[config.mk]
export PLATFORM = sky130hd
export DESIGN_NAME = sys_array_matrix_loader
export DESIGN_NICKNAME = d
export VERILOG_FILES = /design/src/rtl/sys_array_matrix_loader.sv
export SDC_FILE = /design/constraint.sdc
export NUM_CORES = 1
export LEC_CHECK = 0
export ABC_AREA = 1
export BUFFER_PORTS_ARGS = -buffer_cell sky130_fd_sc_hd__buf_2
export CORE_MARGIN = 2
export CORE_UTILIZATION = 45
export CTS_BUF_LIST = sky130_fd_sc_hd__clkbuf_8
export DETAILED_ROUTE_END_ITERATION = 6
export HOLD_SLACK_MARGIN = 0.15
export PLACE_DENSITY = 0.84
export SLEW_MARGIN = 5
export SYNTH_ARGS = -nofsm -noshare
export SYNTH_HDL_FRONTEND = slang
export SYNTH_SLANG_ARGS = --single-unit
[constraint.sdc]
create_clock -name clk -period 1.4 [get_ports clk]
set_input_delay 0.28 -clock clk [delete_from_list [all_inputs] [get_ports clk]]
set_output_delay 0.28 -clock clk [all_outputs]
set_load 0.03 [all_outputs]
[src/rtl/sys_array_matrix_loader.sv]
// Streams operand matrices A and B into packed registers, then drives the
// fetcher's load_params/start_comp handshake and waits for a fresh ready edge.
module sys_array_matrix_loader #(
   parameter int DATA_WIDTH = 8,
   parameter int ARRAY_W    = 5,
   parameter int ARRAY_L    = 2
) (
   input  logic                                   clk,
   input  logic                                   reset_n,
   input  logic [DATA_WIDTH-1:0]                  in_data,
   input  logic                                   in_valid,
   output logic                                   in_ready,
   input  logic                                   soft_clear,
   input  logic                                   array_ready,
   output logic [ARRAY_W*ARRAY_L*DATA_WIDTH-1:0]  matrix_a,
   output logic [ARRAY_W*ARRAY_L*DATA_WIDTH-1:0]  matrix_b,
   output logic                                   load_params,
   output logic                                   start_comp,
   output logic                                   busy,
   output logic                                   done
);

   localparam int N     = ARRAY_W * ARRAY_L;
   localparam int CNT_W = $clog2(N) + 1;
   localparam logic [CNT_W-1:0] LAST = CNT_W'(N - 1);

   typedef enum logic [2:0] {
      IDLE,
      LOAD_A,
      LOAD_B,
      ISSUE_LOAD,
      ISSUE_START,
      WAIT_LOW,
      WAIT_HIGH
   } state_t;

   state_t           state;
   state_t           next_state;
   logic [CNT_W-1:0] cnt;
   logic [CNT_W-1:0] cnt_next;
   logic [CNT_W-1:0] wr_idx;
   logic             accept;
   logic             wr_a;
   logic             wr_b;
   logic             load_params_d;
   logic             start_comp_d;
   logic             done_d;
   logic             busy_d;

   always_ff @(posedge clk or negedge reset_n) begin
      if (!reset_n) begin
         state <= IDLE;
      end else begin
         state <= next_state;
      end
   end

   // WAIT_LOW/WAIT_HIGH together demand a genuine low-then-high on array_ready,
   // so a ready left over from the previous run cannot end this one.
   always_comb begin
      next_state = state;
      case (state)
         IDLE: begin
            if (accept) begin
               next_state = (N == 1) ? LOAD_B : LOAD_A;
            end
         end
         LOAD_A: begin
            if (accept && cnt == LAST) begin
               next_state = LOAD_B;
            end
         end
         LOAD_B: begin
            if (accept && cnt == LAST) begin
               next_state = ISSUE_LOAD;
            end
         end
         ISSUE_LOAD:  next_state = ISSUE_START;
         ISSUE_START: next_state = WAIT_LOW;
         WAIT_LOW: begin
            if (!array_ready) begin
               next_state = WAIT_HIGH;
            end
         end
         WAIT_HIGH: begin
            if (array_ready) begin
               next_state = IDLE;
            end
         end
         default: next_state = IDLE;
      endcase
      if (soft_clear) begin
         next_state = IDLE;
      end
   end

   always_comb begin
      in_ready      = (state == IDLE) || (state == LOAD_A) || (state == LOAD_B);
      accept        = in_valid && in_ready && !soft_clear;
      wr_a          = accept && ((state == IDLE) || (state == LOAD_A));
      wr_b          = accept && (state == LOAD_B);
      wr_idx        = (state == IDLE) ? '0 : cnt;
      load_params_d = (next_state == ISSUE_LOAD);
      start_comp_d  = (next_state == ISSUE_START);
      done_d        = (state == WAIT_HIGH) && array_ready && !soft_clear;
      busy_d        = (next_state != IDLE);
   end

   // The first word is taken in IDLE as element 0, so the counter leaves IDLE at 1.
   always_comb begin
      cnt_next = cnt;
      if (soft_clear) begin
         cnt_next = '0;
      end else if (accept) begin
         if (state == IDLE) begin
            cnt_next = (N == 1) ? '0 : CNT_W'(1);
         end else if (cnt == LAST) begin
            cnt_next = '0;
         end else begin
            cnt_next = cnt + 1'b1;
         end
      end
   end

   always_ff @(posedge clk or negedge reset_n) begin
      if (!reset_n) begin
         cnt         <= '0;
         load_params <= 1'b0;
         start_comp  <= 1'b0;
         done        <= 1'b0;
         busy        <= 1'b0;
      end else begin
         cnt         <= cnt_next;
         load_params <= load_params_d;
         start_comp  <= start_comp_d;
         done        <= done_d;
         busy        <= busy_d;
      end
   end

   always_ff @(posedge clk or negedge reset_n) begin
      if (!reset_n) begin
         matrix_a <= '0;
         matrix_b <= '0;
      end else begin
         for (int e = 0; e < N; e++) begin
            if (wr_a && wr_idx == CNT_W'(e)) begin
               matrix_a[e*DATA_WIDTH +: DATA_WIDTH] <= in_data;
            end
            if (wr_b && wr_idx == CNT_W'(e)) begin
               matrix_b[e*DATA_WIDTH +: DATA_WIDTH] <= in_data;
            end
         end
      end
   end

endmodule

# == Yosys cells after proc, flatten, opt, wreduce, memory -nomap -nowiden ==
# Cells that the tools add are included.
# word_totals
register_bits,172
input_bits,13
output_inout_bits,165
word_cells,91
# classes
n_addsub,1
n_eq_ne,18
n_mux,12
n_reduce_logical,34
# op_table
op,count
1-bit logical AND,27
5-bit 2-to-1 mux,5
3-bit one-hot mux with 7 select lines,1
5-bit by 3-bit equality test with 1-bit output (second input constant),4
3-bit 2-to-1 mux,6
5-bit by 4-bit equality test with 1-bit output (second input constant),3
3-bit equality test (second input constant),4
5-bit by 2-bit equality test with 1-bit output (second input constant),2
3-bit by 2-bit equality test with 1-bit output (second input constant),3
5-bit by 1-bit adder with 5-bit output (second input constant),1
5-bit by 1-bit equality test with 1-bit output (second input constant),1
5-bit logical NOT,1
3-bit by 1-bit equality test with 1-bit output (second input constant),1
3-bit logical NOT,1
3-bit nonzero test,1
1-bit logical OR,2
2-bit nonzero test,1
1-bit logical NOT,1

# == Depth between registers and ports, before layout ==
# Gate-level depths: netlist (run 1).
# depth
word_depth,10
ltp_mapped,11
ltp_nobuf,9

# == Worst setup path after synthesis (run 1) ==
# OpenSTA, ideal clock, no wires.
# synth_timing
path_kind,reg2reg
from,register state[2]
to,register matrix_b[69]
setup_ns,0.132
arrival_ns,1.397
required_ns,1.268
slack_ns,-0.129
path_stages_with_launch,12
n_path_buf,3
synth_period_minus_slack_ns,1.529
path_cell_list,dfrtp_1 -> buf_6 -> clkinv_4 -> nand3_2 -> nor2_4 -> nand2_4 -> inv_4 -> buf_12 -> nand2_4 -> buf_6 -> nand2_1 -> o21ai_1
# synth_between
elab_chain_len,7
word_cells_on_any_way,11
classes_between,3 x eq/ne; 1 x mux; 7 x reduce/logical
# synth_rtl
item,line_no,source
from (decl),37,state_t state;
from (signal assigned),54,state <= next_state;
3-bit by 1-bit equality test with 1-bit output or 3-bit logical NOT (tied branches),"98, 102",
1-bit logical OR (2 in a row),98,in_ready = (state == IDLE) || (state == LOAD_A) || (state == LOAD_B);
1-bit logical AND (2 in a row),99,accept = in_valid && in_ready && !soft_clear;
1-bit logical AND,101,wr_b = accept && (state == LOAD_B);
1-bit logical AND (*),150,if (wr_b && wr_idx == CNT_W'(e)) begin
"to (signal, indexed assignment)",151,matrix_b[e*DATA_WIDTH +: DATA_WIDTH] <= in_data;
to (decl),16,"output logic [ARRAY_W*ARRAY_L*DATA_WIDTH-1:0] matrix_b,"
# Every way passes the cells marked *; elsewhere a longest branch is shown, timed or not.
# A chain may end at the register's enable or synchronous reset.

# == Worst setup path in the final report (run 1) ==
# layout_timing
from,register state[1]
to,register matrix_a[58]
# layout_between
elab_chain_len,7
word_cells_on_any_way,11
classes_between,3 x eq/ne; 1 x mux; 7 x reduce/logical
# layout_rtl
item,line_no,source
3-bit by 1-bit equality test with 1-bit output or 3-bit logical NOT (tied branches),"98, 100, 102",
1-bit logical OR,"98, 100",
1-bit logical OR,98,
1-bit logical AND (2 in a row),99,
1-bit logical AND,100,wr_a = accept && ((state == IDLE) || (state == LOAD_A));
1-bit logical AND (*),147,if (wr_a && wr_idx == CNT_W'(e)) begin
"to (signal, indexed assignment)",148,matrix_a[e*DATA_WIDTH +: DATA_WIDTH] <= in_data;
to (decl),15,"output logic [ARRAY_W*ARRAY_L*DATA_WIDTH-1:0] matrix_a,"
# Marks and branches as above.

==> results.json, run 1 <==
{
  "cellLeakagePower_nw": 5.51,
  "dp_hpwl_um": 13000,
  "port_buffers": 177,
  "synth-compound-area-share_pct": 10.7,
  "placed_cell_area_mm2": 0.00835,
  "yosys-top-cells-area": "dfrtp_1 (64%), nand2_1 (14%), o21ai_1 (7.0%)",
  "clock.fmax_mhz": 605,
  "hp-class": "in2reg",
  "synth-adder-area-share_pct": 0.370,
  "cts_sinks": 172,
  "hold_path_depth": 3,
  "worstPathRequired_ns": 1.81,
  "hp-start": "in_valid",
  "area_growth_pct": 60.6,
  "synth.avg_cell_area_um2": 10.0,
  "setup_slack_ns": -0.253,
  "netlist_instances": 675,
  "grt_antenna_before_repair": 0,
  "die_y_um": 127,
  "root_buffer": "clkbuf_8",
  "worstPathArrival_ns": 2.06,
  "syn_nets": 690,
  "synth_cell_types": 32,
  "ios": 178,
  "final_cells": 1173,
  "start_util_pct": 46.4,
  "hold_path_end": "cnt[0]",
  "synth_area_leader_cell": "dfrtp_1",
  "ff2ff_path_depth": 11,
  "drtPass1Iterations": 4,
  "synthMuxAreaShare_pct": 0,
  "ir_worst_vdd_v": 0.00123,
  "grt_max_degree": 40,
  "r2r_end": "matrix_a[58]",
  "grt_pass1_vias": 6305,
  "grt_pass1_wl_um": 34600,
  "yosysWarnings": 0,
  "path_max_fanout": 8,
  "drtAntennaViolNets": 0,
  "cts_tree": "yes",
  "post-route-period-util_pct": 118,
  "stdcell_area_mm2": 0.0109,
  "dieArea_mm2": 0.0160,
  "htreeDepth": 4,
  "synth_top_family_by_area": "simple AND/OR/NAND/NOR gates",
  "route.detailed.drc": 0,
  "skew_ns": 0.0196,
  "overflow": 0,
  "violations": "setup timing",
  "die_w_um": 127,
  "timing.reg2reg.setup_slack_ns": -0.25,
  "clock_latency_ns": 0.48,
  "status": "complete, but fails checks",
  "via_per_inst": 5.37,
  "setup.worst_path.class": "reg2reg",
  "synth_common_cells": "nand2_1 (244), dfrtp_1 (172), o21ai_1 (94)",
  "layout-drive-gt1-share_pct": 57.8,
  "worst_pin_slew_ns": 0.387,
  "endpoint_kind": "register",
  "synth-seq-cells": 172,
  "drt-total-wl_um": 23500,
  "min_period_ns": 1.65,
  "dp_worst_setup_slack_ns": -0.197,
  "cellPowerDensity_mw_per_mm2": 1140,
  "rows": 44,
  "diodes": 0,
  "hold_ws_ns": 0.238,
  "cts_buffer_depth": 2,
  "drt-wirelength-per-cell_um": 20.0,
  "track_usage_pct": 28.1,
  "cts_buffers": 17,
  "slew_headroom_pct": 74.2,
  "dp_cells": 1069,
  "post-synth-top-count-cell": "nand2_1",
  "r2r_start": "state[1]",
  "nets": 992,
  "vias": 6298,
  "syn-cell-area_mm2": 0.00677,
  "cap_violations": 0,
  "grt_setup_unrepaired": "yes",
  "setup-violations-final": 165,
  "synth-edff-count": 0,
  "coreArea_mm2": 0.0146,
  "clk_pin_slew_ns": 0.09,
  "synth-xor-area-share_pct": 0.388,
  "slew_violations": 0,
  "synth_top_area_share_pct": 63.6,
  "startpoint_type": "register",
  "async_flop_share_pct": 100,
  "drt-initial-drc-count": 472,
  "final_hold_viol_count": 0,
  "yosys.area_share.simple_pct": 19.9,
  "gp_congestion": 0.817,
  "ys.flop_type": "dfrtp_1",
  "yosysSeqAreaShare_pct": 63.6
}
per-stage QoR:
step	utilization (%)	total power, W	setup TNS, ns
3_3_place_gp	57.2	0.00772	-16.57
2_1_floorplan	-	0.00688	-6.62
4_1_cts	68.3	0.0120	-19.40
5_1_grt	74.5	0.0128	-36.11
3_5_place_dp	57.2	0.00777	-23.52
6_report	74.5	0.0124	-26.04
worst max path at each step:
stage	endpoint	start
after global routing	matrix_a[58]	state[0]
after CTS	in_ready	state[2]
after detailed placement	matrix_a[31]	state[2]
after global placement	matrix_a[62]	state[2]
after floorplan	matrix_b[21]	state[0]
final	matrix_a[58]	state[1]
cell usage in the layout (no fill, tap or decap), types with 5 or more instances in the layout:
cell type      instances
o21ai_1               65
inv_2                  7
clkbuf_8              17
nand3_2                5
dfrtp_2                5
buf_2                135
buf_12                21
dfrtp_1              167
nor2_4                14
dlygate4sd3_1         12
buf_6                 35
nand2_1              114
inv_1                 21
nand3_1                7
o21ai_2               49
buf_4                 71
nand2_4               42
clkbuf_4              16
nand2_8               27
nand2_2               96
bufinv_16              5
o21ai_0               14
sequential cells by signal, indices dropped and copies added, names as in the netlist:
name / flops
cnt: 5
state: 3
busy: 1
matrix_b: 80
done: 1
load_params: 1
matrix_a: 80
start_comp: 1
cell type report:
type                    instances  area, µm²
repair buffers                292       2310
repair inverters                2       32.5
multi-input cells             461       3370
well taps                     184        230
inverters                      31        166
clock buffers                  17        234
fillers                       898       3720
clock inverters                14        216
flip-flops and latches        172       4310
per-layer routing:
metal | share of wire (%) | up-vias | GRT usage [%]
met3 | 7.4 | 46 | 9.49
met4 | 2.1 | 0 | 9.76
li1 | - | 2827 | -
met5 | 0 | - | 0
met1 | 40 | 3135 | 36.4
met2 | 50 | 290 | 44.5
worst max-delay path: stages, from the launching register on:
cell	delay, ns
dfrtp_2	0.39
buf_6	0.12
nor2_4	0.04
nand2_4	0.11
inv_8	0.06
buf_6	0.11
nor3_4	0.17
nand2_2	0.16
nor2_2	0.14
buf_6	0.16
nand2_1	0.07
nand2_1	0.07
cell families (layout without fill, tap and decap cells):
| family | count (synthesis) | count (layout) |
|---|---|---|
| fa+ha+maj | 2 | 2 |
| xor+xnor | 3 | 3 |
| simple gates | 303 | 318 |
| buf+inv | 57 | 356 |
| compound gates | 138 | 138 |
| flops | 172 | 172 |
repair_timing:
item                                    CTS  global route
gates resized for setup                 170           235
endpoints found under the setup margin  166           181
setup buffers                            26            21
pin swaps                                50            53
endpoints found under the hold margin   208             1
cloned                                   13             4
hold buffers                             11             1
power by group:
| part | internal [W] | leakage (nW) | switching, W |
|---|---|---|---|
| Clock | 0.00212 | 0.226 | 0.00186 |
| Sequential | 0.00533 | 2.36 | 0.000292 |
| Combinational | 0.000962 | 2.92 | 0.00180 |
(Power assumes the default switching activity.)
==> run 2: changes to the inputs <==
--- a/config.mk
+++ b/config.mk
@@ -5,14 +5,14 @@
 export SDC_FILE = /design/constraint.sdc
 export NUM_CORES = 1
 export LEC_CHECK = 0
-export ABC_AREA = 1
 export BUFFER_PORTS_ARGS = -buffer_cell sky130_fd_sc_hd__buf_2
 export CORE_MARGIN = 2
 export CORE_UTILIZATION = 45
 export CTS_BUF_LIST = sky130_fd_sc_hd__clkbuf_8
 export DETAILED_ROUTE_END_ITERATION = 6
+export GPL_TIMING_DRIVEN = 0
 export HOLD_SLACK_MARGIN = 0.15
-export PLACE_DENSITY = 0.84
+export PLACE_DENSITY_LB_ADDON = 0.15
 export SLEW_MARGIN = 5
 export SYNTH_ARGS = -nofsm -noshare
 export SYNTH_HDL_FRONTEND = slang
==> run 2 against run 1 <==
Largest power group unchanged. Hold slack got worse by 0.12 ns. Critical path type unchanged. Synthesized area is 0.43% higher. Cell count down 27%. Sequential share of layout area increased by 7.3 points. Non-clock buffer count down 69. Worst setup slack got worse by 0.27 ns. The run still ends with setup timing left. Sequential power hardly changed.
==> results.json, run 2 <==
{
  "swShare_pct": 31.3,
  "yosysSeqAreaShare_pct": 63.4,
  "status": "complete, but fails checks",
  "switching_power_w": 0.00363,
  "fin_tns_setup_ns": -67.75,
  "violations": "setup timing",
  "setup-violations-final": 170,
  "syn-cell-area_mm2": 0.00679,
  "fill_cells": 1115,
  "cts_sinks": 172,
  "overflow": 0,
  "gp_congestion": 0.821,
  "drtAntennaViolNets": 0,
  "synth-seq-cells": 172,
  "start_util_pct": 46.4,
  "die_y_um": 127,
  "hold_ws_ns": 0.121,
  "power_w": 0.0116,
  "grt_max_degree": 97,
  "wl_met2_um": 8690,
  "post-synth-top-count-cell": "dfrtp_1",
  "min_period_ns": 1.92,
  "dieArea_mm2": 0.0161,
  "cap_violations": 0,
  "p_seq_share_pct": 48.2,
  "drt-initial-drc-count": 173,
  "drt-total-wl_um": 17200,
  "route.detailed.drc": 0,
  "ios": 178,
  "worst_pin_slew_ns": 0.654,
  "clock.fmax_mhz": 520,
  "met3WireLength_um": 1010,
  "dp_hpwl_um": 11600,
  "synth-edff-count": 0,
  "clock_latency_ns": 0.46,
  "cellPowerDensity_mw_per_mm2": 1270,
  "power_frac_comb_pct": 21.7,
  "rows": 44,
  "synth_cell_types": 39,
  "async_flop_share_pct": 100,
  "root_buffer": "clkbuf_8",
  "port_buffers": 168,
  "cts_tree": "yes",
  "ir_worst_vdd_v": 0.000815,
  "grt_antenna_before_repair": 0,
  "wl_met1_um": 7190,
  "setup.worst_path.class": "reg2reg",
  "cellLeakagePower_nw": 5.01,
  "clk_pin_slew_ns": 0.09,
  "track_usage_pct": 21.4,
  "ys.flop_type": "dfrtp_1",
  "final_common_cell": "dfrtp_1",
  "yosys-top-cells-area": "dfrtp_1 (63%), mux2_2 (26%), clkbuf_1 (1.0%)",
  "setup_slack_ns": -0.523,
  "placed_cell_area_mm2": 0.00810,
  "netlist_instances": 445,
  "postCtsHoldBufs": 2,
  "post-route-period-util_pct": 137,
  "slew_violations": 0,
  "cts_buffers": 17,
  "worstPathRequired_ns": 1.74,
  "stdcell_area_mm2": 0.00918,
  "htreeDepth": 4,
  "vias": 4528,
  "drtPass1Iterations": 4,
  "path_max_fanout": 8,
  "grt_pass1_wl_um": 26200,
  "layout-drive-gt1-share_pct": 65.8,
  "nets": 677,
  "synth.avg_cell_area_um2": 15.3,
  "hp-class": "in2reg",
  "syn_nets": 460,
  "slew_headroom_pct": 56.4,
  "area_growth_pct": 35.2,
  "clkPwrFrac_pct": 30.1,
  "cts_buffer_depth": 2,
  "synth_area_leader_cell": "dfrtp_1",
  "grt_setup_unrepaired": "yes",
  "synth_common_cells": "dfrtp_1 (172), mux2_2 (158), clkbuf_1 (19)",
  "drt-wirelength-per-cell_um": 20.0,
  "worstPathArrival_ns": 2.26,
  "top_layer": "met4",
  "grt_pass1_vias": 4704,
  "synth_top_area_share_pct": 63.4,
  "final_hold_viol_count": 0,
  "startpoint_type": "register",
  "skew_ns": 0.0100,
  "p_int_w": 0.00798,
  "finalCoreUtilization_pct": 62.7,
  "coreArea_mm2": 0.0146,
  "diodes": 0,
  "die_w_um": 127,
  "endpoint_kind": "register",
  "layout_common_cells": "dfrtp_1 (168), buf_2 (167), mux2_2 (130)",
  "yosysWarnings": 0,
  "via_per_inst": 5.27,
  "top_regs": "matrix_a: 80 flops, matrix_b: 80 flops, cnt: 5 flops"
}
## run 2: routing by layer
layer | up-vias | track usage (%)
li1 | 2021 | -
met1 | 2354 | 26.7
met2 | 132 | 35.3
met3 | 21 | 7.68
met4 | 0 | 6.66
met5 | - | 0
## run 2: per-stage QoR
stage | cells | worst slack [ns]
global placement | 797 | -2.77
floorplan | 445 | -0.452
detailed placement | 798 | -0.681
global route | 859 | -0.569
finish | 859 | -0.523
CTS | 855 | -0.551
## run 2: final cells by class
| type | count | area, µm² | share of cell area, % |
|---|---|---|---|
| buffer | 23 | 131 | 1.43 |
| clock buffer | 19 | 262 | 2.85 |
| clock inverter | 13 | 140 | 1.53 |
| inverter | 4 | 17.5 | 0.191 |
| multi-input combinational | 244 | 2860 | 31.1 |
| sequential | 172 | 4310 | 46.9 |
| tap | 184 | 230 | 2.51 |
| timing repair buffer | 200 | 1230 | 13.4 |
## run 2: critical path, cell delays in order (launching register included)
cell and delay, ns:
dfrtp_2 0.44, or4b_4 0.60, nor3_4 0.20, buf_6 0.17, nand2_4 0.11, mux2_2 0.29
## run 2: path summary, 6_finish.rpt
| kind | from | endpoint | slack, ns | cells past startpoint |
|---|---|---|---|---|
| min in group asynchronous | reset_n | done | 0.38 | 2 |
| worst max-delay path | state[2] | matrix_a[9] | -0.52 | 5 |
| worst min-delay path | soft_clear | cnt[0] | 0.12 | 2 |
| worst max register to register | state[2] | matrix_a[9] | -0.52 | 5 |
| max in group asynchronous | reset_n | cnt[3] | 0.16 | 3 |
| worst min register to register | matrix_a[2] | matrix_a[2] | 0.50 | 1 |
## run 2: timing repair
action,4_1_cts,5_1_grt
pin swaps,15,14
buffers inserted,23,8
resized for setup,45,45
endpoints found under the hold margin,81,5
endpoints found under the setup margin,169,170
## run 2: cells by family after synthesis
kind of cell,synth area share [%]
flops,63.4
compound gates,1.73
buf+inv,1.71
xor+xnor,0.129
simple gates,6.19
mux,26.5
fa+ha+maj,0.368
## run 2: power groups by stage
stage	Sequential (W)	Combinational [W]	Clock (W)
after global placement	0.00566	0.00219	0
after floorplan	0.00650	0.000681	0
after global routing	0.00566	0.00265	0.00381
final	0.00560	0.00252	0.00349
after detailed placement	0.00569	0.00225	0
after CTS	0.00560	0.00246	0.00358
==> run 3: changes to the inputs <==
--- a/config.mk
+++ b/config.mk
@@ -5,11 +5,11 @@
 export SDC_FILE = /design/constraint.sdc
 export NUM_CORES = 1
 export LEC_CHECK = 0
-export BUFFER_PORTS_ARGS = -buffer_cell sky130_fd_sc_hd__buf_2
 export CORE_MARGIN = 2
 export CORE_UTILIZATION = 45
 export CTS_BUF_LIST = sky130_fd_sc_hd__clkbuf_8
 export DETAILED_ROUTE_END_ITERATION = 6
+export DONT_BUFFER_PORTS = 1
 export GPL_TIMING_DRIVEN = 0
 export HOLD_SLACK_MARGIN = 0.15
 export PLACE_DENSITY_LB_ADDON = 0.15
==> run 3 against run 2 <==
Worst setup slack improved by 0.048 ns. Sequential cell count is the same. Hold slack lost 0.61 ns. Maximum frequency up 2.6%. Clock skew fell by 0.00080 ns. Critical path type unchanged. Combinational power down 55%. Sequential share of layout area rose by 3.4 points. Power down 1.3%. Critical endpoint is now matrix_a[67]. Die area stayed put. First-iteration DRC count up 21%. The run ends with hold timing, setup timing left.
==> results.json, run 3 (synthesized netlist as in run 2, its figures left out) <==
{
  "status": "complete, but fails checks",
  "violations": "hold timing, setup timing",
  "ff2ff_path_depth": 4,
  "crit_slowest_cell": "or4b_4",
  "cts_tree": "yes",
  "path_buf_inv": 0,
  "drt-wirelength-per-cell_um": 23.6,
  "rows": 44,
  "worst_pin_slew_ns": 0.647,
  "cap_violations": 0,
  "final_common_cell": "dfrtp_1",
  "slowest_delay_ns": 0.59,
  "cp.depth": 4,
  "via_per_inst": 5.55,
  "postCtsHoldBufs": 2,
  "slew_violations": 0,
  "drtAntennaViolNets": 0,
  "post-route-period-util_pct": 134,
  "skew_ns": 0.00920,
  "area_growth_pct": 26.1,
  "vias": 3904,
  "worstPathArrival_ns": 2.22,
  "drtPass1Iterations": 4,
  "port_buffers": 0,
  "cts_buffer_depth": 2,
  "route.detailed.drc": 0,
  "cts_sinks": 172,
  "grt_antenna_before_repair": 0,
  "start_util_pct": 46.4,
  "min_period_ns": 1.87,
  "ios": 178,
  "track_usage_pct": 21.1,
  "slew_headroom_pct": 56.9,
  "r2r_end": "matrix_a[67]",
  "setup-violations-final": 169,
  "htreeDepth": 4,
  "dp_cells": 629,
  "hp-class": "in2async",
  "dieArea_mm2": 0.0161,
  "startpoint_type": "register",
  "coreArea_mm2": 0.0146,
  "cts_buffers": 17,
  "grt_pass1_vias": 4340,
  "grt_max_degree": 173,
  "setup.worst_path.class": "reg2reg",
  "nets": 523,
  "drt-total-wl_um": 16600,
  "cellLeakagePower_nw": 4.17,
  "root_buffer": "clkbuf_8",
  "path_max_fanout": 8,
  "r2r_start": "state[2]",
  "critical_path.top_delay_family": "simple AND/OR/NAND/NOR gates",
  "cellPowerDensity_mw_per_mm2": 1340,
  "drt-initial-drc-count": 210,
  "endpoint_kind": "register",
  "worstPathRequired_ns": 1.74,
  "die_w_um": 127,
  "overflow": 0,
  "clock.fmax_mhz": 533,
  "dp_hpwl_um": 10800,
  "ir_worst_vdd_v": 0.000721,
  "layout_common_cells": "dfrtp_1 (168), mux2_2 (135), mux2_4 (25)",
  "clk_pin_slew_ns": 0.09,
  "fill_cells": 1153,
  "die_y_um": 127,
  "clock_latency_ns": 0.46,
  "hold_ws_ns": -0.490,
  "gp_congestion": 0.831,
  "top_regs": "matrix_a: 80 flops, matrix_b: 80 flops, cnt: 5 flops",
  "layout-drive-gt1-share_pct": 57.1,
  "grt_setup_unrepaired": "yes",
  "final_hold_viol_count": 172,
  "worstPathCellList": "or4b_4, nor3_4, nand2_4, mux2_4",
  "setup_slack_ns": -0.475,
  "diodes": 0,
  "grt_pass1_wl_um": 25600,
  "timing.reg2reg.setup_slack_ns": -0.47,
  "final_cells": 704
}
-- run 3: cell types whose count changed in the layout (fill, tap and decap cells not counted), sizes merged --
| cell | before | now |
|---|---|---|
| clkinv | 4 | 5 |
| buf | 203 | 48 |
| inv | 10 | 8 |
| clkinvlp | 1 | 0 |
| bufinv | 2 | 4 |
-- run 3: metrics by stage --
stage	area, µm²	setup TNS, ns	setup slack, ns	utilization [%]	power [W]
after detailed placement	7220	-88.21	-0.702	49.3	0.00745
after global routing	8570	-71.26	-0.538	58.5	0.0119
final	8570	-62.33	-0.475	58.5	0.0115
after floorplan	6990	-52.64	-0.452	-	0.00718
after global placement	7220	-85.25	-0.682	49.3	0.00740
after CTS	8310	-62.78	-0.494	56.8	0.0115
-- run 3: worst max path at each step --
stage                         to  slack, ns     start
finish              matrix_a[67]      -0.47  state[2]
detailed placement  matrix_b[76]      -0.70  state[0]
floorplan           matrix_a[31]      -0.45  state[1]
global placement    matrix_b[72]      -0.68  state[0]
global route        matrix_a[67]      -0.54  state[2]
CTS                 matrix_a[69]      -0.49  state[1]
-- run 3: what timing repair did --
action                     CTS  global route
setup endpoints to repair  169           170
pin swaps                   20            11
setup buffers               35            15
hold endpoints to repair   179           176
gates resized for setup     57            33
-- run 3: per-layer routing --
metal  GRT usage, %  up-vias  wire [µm]
met4           5.62        0        174
met1           23.8     2057       6330
met2           36.2      126       8530
met3           10.0       16       1600
li1               -     1705          -
met5              0        -          0
-- run 3: layout make-up --
cell class | instances | area, µm² | area share [%]
sequential | 172 | 4310 | 50.3
multi-input combinational | 244 | 2900 | 33.9
timing repair buffer | 46 | 549 | 6.41
clock buffer | 18 | 248 | 2.89
tap | 184 | 230 | 2.69
clock inverter | 13 | 186 | 2.18
buffer | 23 | 130 | 1.52
inverter | 4 | 15.0 | 0.175
-- run 3: power breakdown --
group	internal, W	switching (W)	leakage (nW)
registers	0.00537	0.00115	2.35
clock network	0.00200	0.00180	0.225
logic	0.000619	0.000516	1.59
-- run 3: worst reg2reg max path: stages, from the launching register on --
cell	delay, ns
dfrtp_2	0.44
or4b_4	0.59
nor3_4	0.24
nand2_4	0.16
mux2_4	0.33
